===== src/rtl/interconn_pkg.sv =====
// -----------------------------------------------------------------------------
// interconn_pkg
// Shared definitions for the MVU interconnect receive path.
//   IC_N / IC_W / IC_BADDR : default MVU count, data width, memory address width
//   ic_entry_t             : one queued write, {from, addr, word}, at the
//                            default widths
//   IC_ENTRY_W             : packed width of ic_entry_t
// -----------------------------------------------------------------------------
package interconn_pkg;

  localparam int IC_N     = 8;
  localparam int IC_W     = 64;
  localparam int IC_BADDR = 15;

  typedef struct packed {
    logic [IC_N-1:0]     from;
    logic [IC_BADDR-1:0] addr;
    logic [IC_W-1:0]     word;
  } ic_entry_t;

  localparam int IC_ENTRY_W = $bits(ic_entry_t);

endpackage


===== src/rtl/interconn_rxfifo.sv =====
// -----------------------------------------------------------------------------
// interconn_rxfifo
// Plain circular FIFO holding received interconnect entries.
//   clk, clr     : clock, asynchronous active-high reset (pointers/count only)
//   push, din    : write din at the write pointer (caller guarantees room or
//                  a same-edge pop)
//   pop, dout    : dout is the head entry; pop advances past it
//   count        : occupancy, 0..DEPTH
//   full, empty  : count == DEPTH, count == 0
// -----------------------------------------------------------------------------
module interconn_rxfifo
  import interconn_pkg::*;
#(
  parameter int EW    = IC_ENTRY_W,
  parameter int DEPTH = 4,
  localparam int PW   = $clog2(DEPTH),
  localparam int CW   = PW + 1
) (
  input  logic          clk,
  input  logic          clr,
  input  logic          push,
  input  logic [EW-1:0] din,
  input  logic          pop,
  output logic [EW-1:0] dout,
  output logic [CW-1:0] count,
  output logic          full,
  output logic          empty
);

  // Storage is not reset; only the pointers and count define validity.
  logic [EW-1:0] slots [DEPTH];

  logic [PW-1:0] wr_ptr_q, wr_ptr_d;
  logic [PW-1:0] rd_ptr_q, rd_ptr_d;
  logic [CW-1:0] count_q,  count_d;

  always_comb begin
    wr_ptr_d = wr_ptr_q;
    rd_ptr_d = rd_ptr_q;
    count_d  = count_q;
    if (push) wr_ptr_d = wr_ptr_q + PW'(1);
    if (pop)  rd_ptr_d = rd_ptr_q + PW'(1);
    unique case ({push, pop})
      2'b10:   count_d = count_q + CW'(1);
      2'b01:   count_d = count_q - CW'(1);
      default: count_d = count_q;
    endcase
  end

  always_ff @(posedge clk or posedge clr) begin
    if (clr) begin
      wr_ptr_q <= '0;
      rd_ptr_q <= '0;
      count_q  <= '0;
    end else begin
      wr_ptr_q <= wr_ptr_d;
      rd_ptr_q <= rd_ptr_d;
      count_q  <= count_d;
    end
  end

  // When full, a push+pop targets the head slot: the head is read out
  // (combinationally) before the edge overwrites it, so no data is lost.
  always_ff @(posedge clk) begin
    if (push) slots[wr_ptr_q] <= din;
  end

  assign dout  = slots[rd_ptr_q];
  assign count = count_q;
  assign full  = (count_q == CW'(DEPTH));
  assign empty = (count_q == '0);

endmodule


===== src/rtl/interconn_rxq.sv =====
// -----------------------------------------------------------------------------
// interconn_rxq
// Receive queue between the MVU interconnect and the local memory write port.
// Incoming writes are queued (no backpressure) and drained into memory
// whenever the local MVU is not using the write port.
//   clk, clr                          : clock, asynchronous active-high reset
//   recv_en/from/addr/word            : incoming interconnect write
//   mem_busy                          : local MVU owns the memory port
//   ovf_clr                           : clears overflow / err_from
//   mem_we/addr/wdata/from            : registered memory write
//   count, full                       : queue occupancy status
//   overflow                          : sticky, a word was dropped
//   err_from                          : sticky, recv_from was not one-hot
// -----------------------------------------------------------------------------
module interconn_rxq
  import interconn_pkg::*;
#(
  parameter int N     = IC_N,
  parameter int W     = IC_W,
  parameter int BADDR = IC_BADDR,
  parameter int DEPTH = 4
) (
  input  logic                     clk,
  input  logic                     clr,
  input  logic                     recv_en,
  input  logic [N-1:0]             recv_from,
  input  logic [BADDR-1:0]         recv_addr,
  input  logic [W-1:0]             recv_word,
  input  logic                     mem_busy,
  input  logic                     ovf_clr,
  output logic                     mem_we,
  output logic [BADDR-1:0]         mem_addr,
  output logic [W-1:0]             mem_wdata,
  output logic [N-1:0]             mem_from,
  output logic [$clog2(DEPTH):0]   count,
  output logic                     full,
  output logic                     overflow,
  output logic                     err_from
);

  localparam int EW = N + BADDR + W;

  // Same layout as ic_entry_t, but sized by this instance's parameters.
  typedef struct packed {
    logic [N-1:0]     from;
    logic [BADDR-1:0] addr;
    logic [W-1:0]     word;
  } entry_t;

  entry_t push_entry;
  entry_t head_entry;
  logic [EW-1:0] head_bits;

  logic fifo_full;
  logic fifo_empty;
  logic do_push;
  logic do_pop;
  logic from_onehot;

  logic             mem_we_q,    mem_we_d;
  logic [BADDR-1:0] mem_addr_q,  mem_addr_d;
  logic [W-1:0]     mem_wdata_q, mem_wdata_d;
  logic [N-1:0]     mem_from_q,  mem_from_d;
  logic             overflow_q,  overflow_d;
  logic             err_from_q,  err_from_d;

  always_comb begin
    push_entry.from = recv_from;
    push_entry.addr = recv_addr;
    push_entry.word = recv_word;
  end

  assign head_entry = entry_t'(head_bits);

  // Exactly one bit set: nonzero and clearing the lowest set bit leaves zero.
  assign from_onehot = (recv_from != '0) && ((recv_from & (recv_from - N'(1))) == '0);

  assign do_pop  = !fifo_empty && !mem_busy;
  // A full queue still accepts a word if the head leaves at the same edge.
  assign do_push = recv_en && (!fifo_full || do_pop);

  interconn_rxfifo #(
    .EW    (EW),
    .DEPTH (DEPTH)
  ) u_fifo (
    .clk   (clk),
    .clr   (clr),
    .push  (do_push),
    .din   (push_entry),
    .pop   (do_pop),
    .dout  (head_bits),
    .count (count),
    .full  (fifo_full),
    .empty (fifo_empty)
  );

  always_comb begin
    mem_we_d    = do_pop;
    mem_addr_d  = mem_addr_q;
    mem_wdata_d = mem_wdata_q;
    mem_from_d  = mem_from_q;
    if (do_pop) begin
      mem_addr_d  = head_entry.addr;
      mem_wdata_d = head_entry.word;
      mem_from_d  = head_entry.from;
    end

    // Set events win over a same-edge clear.
    overflow_d = overflow_q;
    err_from_d = err_from_q;
    if (ovf_clr) begin
      overflow_d = 1'b0;
      err_from_d = 1'b0;
    end
    if (recv_en && !do_push) overflow_d = 1'b1;
    if (recv_en && !from_onehot) err_from_d = 1'b1;
  end

  always_ff @(posedge clk or posedge clr) begin
    if (clr) begin
      mem_we_q    <= 1'b0;
      mem_addr_q  <= '0;
      mem_wdata_q <= '0;
      mem_from_q  <= '0;
      overflow_q  <= 1'b0;
      err_from_q  <= 1'b0;
    end else begin
      mem_we_q    <= mem_we_d;
      mem_addr_q  <= mem_addr_d;
      mem_wdata_q <= mem_wdata_d;
      mem_from_q  <= mem_from_d;
      overflow_q  <= overflow_d;
      err_from_q  <= err_from_d;
    end
  end

  assign mem_we    = mem_we_q;
  assign mem_addr  = mem_addr_q;
  assign mem_wdata = mem_wdata_q;
  assign mem_from  = mem_from_q;
  assign full      = fifo_full;
  assign overflow  = overflow_q;
  assign err_from  = err_from_q;

endmodule


===== config.mk =====
export PLATFORM = sky130hd
export DESIGN_NAME = interconn_rxq
export DESIGN_NICKNAME = d
export VERILOG_FILES = /design/src/rtl/interconn_pkg.sv /design/src/rtl/interconn_rxfifo.sv /design/src/rtl/interconn_rxq.sv
export SDC_FILE = /design/constraint.sdc
export NUM_CORES = 1
export LEC_CHECK = 0
export CAP_MARGIN = 20
export CORE_MARGIN = 3
export CORE_UTILIZATION = 50
export CTS_BUF_LIST = sky130_fd_sc_hd__clkbuf_16
export CTS_CLUSTER_SIZE = 40
export DETAILED_ROUTE_END_ITERATION = 6
export GPL_TIMING_DRIVEN = 0
export PLACE_DENSITY = 0.75
export SKIP_CTS_REPAIR_TIMING = 1
export SYNTH_ARGS = -nofsm -noshare
export SYNTH_HDL_FRONTEND = slang
export SYNTH_HIERARCHICAL = 1
export SYNTH_SLANG_ARGS = --single-unit

===== constraint.sdc =====
create_clock -name clk -period 3.35 [get_ports clk]
set_input_delay 0.67 -clock clk [delete_from_list [all_inputs] [get_ports clk]]
set_output_delay 0.67 -clock clk [all_outputs]
set_load 0.03 [all_outputs]

==> out/qor.yml, run 1 <==
htreeDepth: 2
dp_cells: 1325
worstSetupEndpointType: "output pin"
swShare_pct: 30.37
reg2reg_depth: 6
setup_viol_count_final: 0
cp_slowest_cell: "clkdlybuf4s50_1"
synth_nets: 798
drt_iter0_drc: 511
p_per_area_nw_per_um2: 941.2
hold_viol: 0
worstPathCellList: "inv_1 > and3_1 > clkdlybuf4s50_1"
synth_cell_types: 34
worst-path-stages: 3
io_pins: 186
slew_violations: 0
clock-sinks: 445
startpoint_type: "register"
required_ns: 2.68
yosysTopAreaCellShare_pct: 63.61
synthesis.area_um2: 16430
worst_pin_slew_ns: 0.8836
gp_congestion: 0.6887
postLayoutCoreUtil_pct: 63.84
route.vias.total: 7640
p_int_mw: 13.37
routed_wl_mm: 31.68
stdcell_count: 1407
post_synth.cell_area_avg_um2: 23.47
nets: 1035
first_global_vias: 8462
drive_above_1_share_pct: 27.88
portBuffers: 185
clock_latency_ns: 0.54
yosysWarningCount: 6
pwr-share-seq_pct: 41.8
wl_per_cell_um: 22.52
initial_core_util_pct: 51.40
syn_to_final_growth_pct: 24.22
place_area_um2: 18970
dieArea_um2: 35060
rsz0062_at_grt: "false"
tritoncts: "done"
grt_first_pass_wirelength_mm: 49.88
dp_hpwl_mm: 19.48
maxCapViolCount: 0
peakVddDrop_uv: 733.8
ctsLongestPathBuffers: 3
critPathKind: "reg2out"
min_period_over_period_pct: 79.95
p_leak_nw: 7.056
min_period_ns: 2.678
slowest_delay_ns: 0.70
fill_cells: 2138
pwr-share-clk_pct: 25.0
worstPathMaxFanout: 4
core_um2: 31960
switchingPower_mw: 5.834
cts-root-buf: "clkbuf_16"
track_usage_pct: 18.45
timing.fmax_mhz: 373.4
synth.area.top_cells: "edfxtp_1 64%, dfrtp_1 15%, mux4_2 12%, mux2_2 5.8%, buf_4 0.50%"
antenna_found_initial: 3
fin_area_um2: 20410
p_comb_share_pct: 33.2
cts_buffers: 44
vias_per_cell: 5.430
cp.arrival_ns: 2.01
min_path_cells: 1
path_delay_family: "buffers and inverters"
die_w_um: 187.3
grt_max_degree: 59
status: "complete, no violations"
ant_nets: 0
synth_top_area_cell: "edfxtp_1"
core.rowCount: 65
synth_cells: 700
first_pass_iters: 5
yosysSeqAreaShare_pct: 78.39
max_slew_margin_pct: 41.09
grt_overflow: 0
skew_ns: 0.01939
die_y_um: 187.3
synth_seq_cells: 445
path_clk_slew_ns: 0.07
crit_buf_inv: 2
min_path_type: "reg2reg"
antenna_cells: 0
drc: 0
==> worst register-to-register path: stages, from the launching register on <==
cell	delay, ns
dfrtp_1	0.42
nor3_1	0.08
or2_4	0.26
a21boi_0	0.20
clkbuf_4	0.23
and2_4	0.74
buf_12	0.33
==> power groups by stage <==
stage	logic (mW)	registers, mW	clock network (mW)
floorplan	3.01	9.15	0
global placement	6.24	8.15	0
detailed placement	6.46	8.14	0
CTS	6.49	8.05	4.92
global route	6.78	8.17	5.15
finish	6.37	8.03	4.80
==> synth_stat cells <==
library cell and number:
nor4_4 1, nor3_1 4, buf_4 11, xnor2_1 3, buf_2 7, a21boi_0 1
o21bai_1 1, o311ai_1 1, mux4_2 87, xor2_1 4, nand2_1 3, inv_4 1
mux2_1 3, nand3_1 2, o21ai_0 2, dfrtp_1 97, nand2b_1 1, and2_1 4
a211o_2 1, ha_1 5, buf_8 2, buf_6 1, fa_1 1, and3_1 1
mux2_2 84, nor2_1 2, edfxtp_1 348, inv_1 10, buf_12 3, o211ai_1 1
mux2i_1 1, a211oi_1 1, or2_4 1, clkbuf_1 5
==> kinds of logic after synthesis <==
family / Yosys count / synth area share [%]
xor+xnor: 7 / 0.3732
mux: 175 / 17.95
simple gates: 19 / 0.7084
compound gates: 8 / 0.3581
flops: 445 / 78.39
fa+ha+maj: 6 / 0.5027
buf+inv: 40 / 1.714
==> flip-flops by register name, indices dropped and copies added (netlist names) <==
register	cells
u_fifo/slots	348
mem_wdata	64
mem_addr	15
mem_from	8
u_fifo/count	3
u_fifo/rd_ptr_q	2
u_fifo/wr_ptr_q	2
err_from	1
mem_we	1
overflow	1
==> layout make-up <==
class                   count  area, µm²  area share (%)
clock buffers              45       1126           5.518
flip-flops and latches    445      12880           63.11
inverters                  11      46.29          0.2269
plain buffers              29      237.7           1.165
multi-input cells         215       3278           16.06
clock inverters            36      306.5           1.502
well taps                 435      544.3           2.667
repair buffers            191       1989           9.749
==> worst paths after layout <==
check	startpoint	endpoint	slack (ns)
worst min register to register	mem_wdata[18]	mem_wdata[18]	0.49
min in group asynchronous	clr	u_fifo/count[1]	0.52
max in group asynchronous	clr	mem_wdata[51]	2.01
worst max register to register	u_fifo/count[0]	u_fifo/slots[1][36]	0.75
worst min-delay path	mem_wdata[18]	mem_wdata[18]	0.49
worst max-delay path	u_fifo/count[0]	full	0.67
==> metrics by stage <==
| step | hold slack [ns] | total power, mW | TNS [ns] | setup slack [ns] |
|---|---|---|---|---|
| 3_3_place_gp | 0.4684 | 14.39 | -634.27 | -1.921 |
| 4_1_cts | 0.4950 | 19.46 | 0 | 0.1183 |
| 3_5_place_dp | 0.4782 | 14.60 | -69.80 | -0.4458 |
| 6_report | 0.4898 | 19.21 | 0 | 0.6718 |
| 5_1_grt | 0.5140 | 20.11 | 0 | 0.5647 |
| 2_1_floorplan | 0.4734 | 12.16 | 0 | 0.2569 |
==> per-layer routing <==
| metal | routed length [µm] | vias up | part of all wire [%] | GRT usage (%) |
|---|---|---|---|---|
| met5 | 47 | - | 0.15 | 0 |
| met4 | 595 | 6 | 1.9 | 4.478 |
| met1 | 13250 | 4002 | 42 | 25.18 |
| met2 | 15330 | 249 | 48 | 29.83 |
| li1 | - | 3327 | - | - |
| met3 | 2454 | 56 | 7.7 | 5.304 |
==> layout by cell type (no fill, tap or decap), drive strengths merged <==
master         instances
clkbuf                51
clkinvlp               3
xnor2                  3
o21bai                 1
a211oi                 1
o211ai                 1
buf                   29
o21ai                  2
nand2                  3
a21boi                 1
edfxtp               348
nand2b                 1
and3                   1
xor2                   4
a211o                  1
mux2                  87
nor4                   1
nor3                   4
dfrtp                 97
ha                     5
mux2i                  1
clkdlybuf4s50        185
and2                   4
or2                    1
nand3                  2
bufinv                 5
o311ai                 1
inv                   24
fa                     1
clkinv                15
mux4                  87
nor2                   2
No activity file was read; power rests on OpenSTA's default activity.
==> run 2, diff against run 1 <==
==> constraint.sdc (replaced) <==
create_clock -name clk -period 2.2 [get_ports clk]
set_input_delay 0.44 -clock clk [delete_from_list [all_inputs] [get_ports clk]]
set_output_delay 0.44 -clock clk [all_outputs]
set_load 0.03 [all_outputs]
==> run 2 against run 1 <==
Compared with the run above:
- first-iteration DRC count decreased by 11%
- sequential share of layout area decreased by 0.72 points
- final area increased by 1.2%
- via count increased by 0.31%
- clock skew increased by 0.0010 ns
- setup slack got worse by 0.64 ns
- non-clock buffer count increased by 7
- global-route usage decreased by 0.10 points
- critical path type is now reg2reg
- largest power group unchanged
==> out/qor.yml, run 2 (synthesized netlist as in run 1, its figures left out) <==
gp_congestion: 0.7181  # was 0.6887
drive_above_1_share_pct: 29.52  # was 27.88%
layout_common_cells: "348 x edfxtp_1, 184 x clkdlybuf4s50_1, 94 x dfrtp_1"  # was 348 x edfxtp_1, 185 x clkdlybuf4s50_1, 97 x dfrtp_1
antenna_found_initial: 0  # was 3
wl_per_cell_um: 22.92  # was 22.52 µm
status: "complete, no violations"  # unchanged
grt_first_pass_wirelength_mm: 49.59  # was 49.88 mm
postLayoutCoreUtil_pct: 64.60  # was 63.84%
maxCapViolCount: 0  # unchanged
core_um2: 31960  # unchanged
setup_slack_ns: 0.02813  # was 0.6718 ns
die_w_um: 187.3  # unchanged
first_global_vias: 8318  # was 8462
p_leak_nw: 7.179  # was 7.056 nW
reg2reg_depth: 6  # unchanged
cp.arrival_ns: 2.39  # was 2.01 ns
cts_buffers: 46  # was 44
required_ns: 2.42  # was 2.68 ns
core.rowCount: 65  # unchanged
timing.fmax_mhz: 460.4
final_common_cell: "edfxtp_1"  # unchanged
clock_latency_ns: 0.54  # about the same
hold_viol: 0  # unchanged
die_y_um: 187.3  # unchanged
worstSetupEndpointType: "register"  # was output pin
max_slew_margin_pct: 44.62  # was 41.09%
ant_nets: 0  # unchanged
slew_violations: 0  # unchanged
rsz0062_at_grt: "true"  # was false
cts-root-buf: "clkbuf_16"  # unchanged
htreeDepth: 2  # unchanged
nets: 1049  # was 1035
stdcell_count: 1425  # was 1407
grt_overflow: 0  # unchanged
path_delay_family: "simple AND/OR/NAND/NOR gates"  # was buffers and inverters
multi_input_area_um2: 3338  # was 3278 µm²
drt_iter0_drc: 457  # was 511
pwr-share-seq_pct: 41.2  # was 41.8%
startpoint_type: "register"  # unchanged
dp_cells: 1327  # was 1325
worstPathCellList: "nor3_2 > or2_4 > a21boi_4 > buf_12 > and2_4 > buf_16"  # was inv_1 > and3_1 > clkdlybuf4s50_1
hold_ws_ns: 0.2421  # was 0.4898 ns
swShare_pct: 30.37  # about the same
min_period_ns: 2.172
io_pins: 186  # unchanged
setup_viol_count_final: 0  # unchanged
dieArea_um2: 35060  # unchanged
crit_buf_inv: 2  # unchanged
fill_cells: 2161  # was 2138
p_int_mw: 20.63  # was 13.37 mW
preCtsSetupSlack_ns: -0.7291  # was -0.4458 ns
switchingPower_mw: 9.001  # was 5.834 mW
place_area_um2: 19020  # was 18970 µm²
critPathKind: "reg2reg"  # was reg2out
p_comb_share_pct: 33.4  # was 33.2%
portBuffers: 185  # unchanged
timing.rr.start: "u_fifo/count[2]"  # was u_fifo/count[0]
slowest_delay_ns: 0.43  # was 0.70 ns
regToRegSetupSlack_ns: 0.03  # was 0.75 ns
track_usage_pct: 18.35  # was 18.45%
first_pass_iters: 4  # was 5
cp_slowest_cell: "and2_4"  # was clkdlybuf4s50_1
fin_tns_setup_ns: 0  # unchanged
tritoncts: "done"  # unchanged
min_path_type: "in2async"  # was reg2reg
drc: 0  # unchanged
dp_hpwl_mm: 19.40  # was 19.48 mm
pwr-share-clk_pct: 25.4  # was 25.0%
routed_wl_mm: 32.66  # was 31.68 mm
largest_reg_flops: 348  # unchanged
worst_pin_slew_ns: 0.8307  # was 0.8836 ns
peakVddDrop_uv: 1068  # was 733.8 µV
skew_ns: 0.02040  # was 0.01939 ns
r2r_end: "u_fifo/slots[2][30]"  # was u_fifo/slots[1][36]
grt_max_degree: 53  # was 59
fin_area_um2: 20650  # was 20410 µm²
finalPower_mw: 29.63  # was 19.21 mW
clock-sinks: 445  # unchanged
regMostFlops: "u_fifo/slots"  # unchanged
syn_to_final_growth_pct: 25.69  # was 24.22%
p_per_area_nw_per_um2: 1435  # was 941.2 nW/µm²
worstPathMaxFanout: 41  # was 4
initial_core_util_pct: 51.40  # unchanged
ctsLongestPathBuffers: 3  # unchanged
route.vias.total: 7664  # was 7640
worst-path-stages: 6  # was 3
path_clk_slew_ns: 0.06  # was 0.07 ns
final-seq-area_um2: 12880  # about the same
vias_per_cell: 5.378  # was 5.430
min_period_over_period_pct: 98.72
run 2: cell count changes in the layout (fill, tap and decap cells not counted), sizes merged:
cell | previous run | this run
clkinvlp | 3 | 2
dlymetal6s2s | 0 | 1
diode | 0 | 1
buf | 29 | 36
clkinv | 15 | 21
clkbuf | 51 | 53
and2 | 4 | 9
clkdlybuf4s50 | 185 | 184
inv | 24 | 22
run 2: power groups by stage:
stage                     sequential [mW]  combinational, mW  clock (mW)
after floorplan                      13.9               4.62           0
after global placement               12.3               9.61           0
after detailed placement             12.4               9.87           0
after CTS                            12.2               9.90        7.70
after global routing                 12.4               10.5        8.10
final                                12.2               9.89        7.54
run 2: worst max path at each step:
stage,start,to,slack [ns]
after floorplan,u_fifo/count[0],u_fifo/count[2],0.001
after global placement,mem_busy,u_fifo/slots[1][26],-0.89
after detailed placement,mem_busy,u_fifo/slots[0][24],-0.73
after CTS,u_fifo/count[0],u_fifo/slots[2][23],-0.32
after global routing,u_fifo/count[2],u_fifo/count[2],-0.07
final,u_fifo/count[2],u_fifo/slots[2][30],0.03
run 2: area by class of cell:
cell class,count,share of cell area (%)
repair buffers,199,10.20
plain buffers,28,1.115
diodes,1,0.01212
multi-input cells,220,16.17
inverters,11,0.2545
well taps,435,2.636
clock buffers,47,5.696
clock inverters,39,1.527
flip-flops and latches,445,62.39
run 2: routing by layer:
layer / track usage, % / vias up / routed length (µm)
li1: - / 3380 / -
met5: 0 / - / 0
met1: 24.26 / 4067 / 13610
met3: 3.823 / 34 / 1582
met2: 31.71 / 183 / 17010
met4: 4.187 / 0 / 448
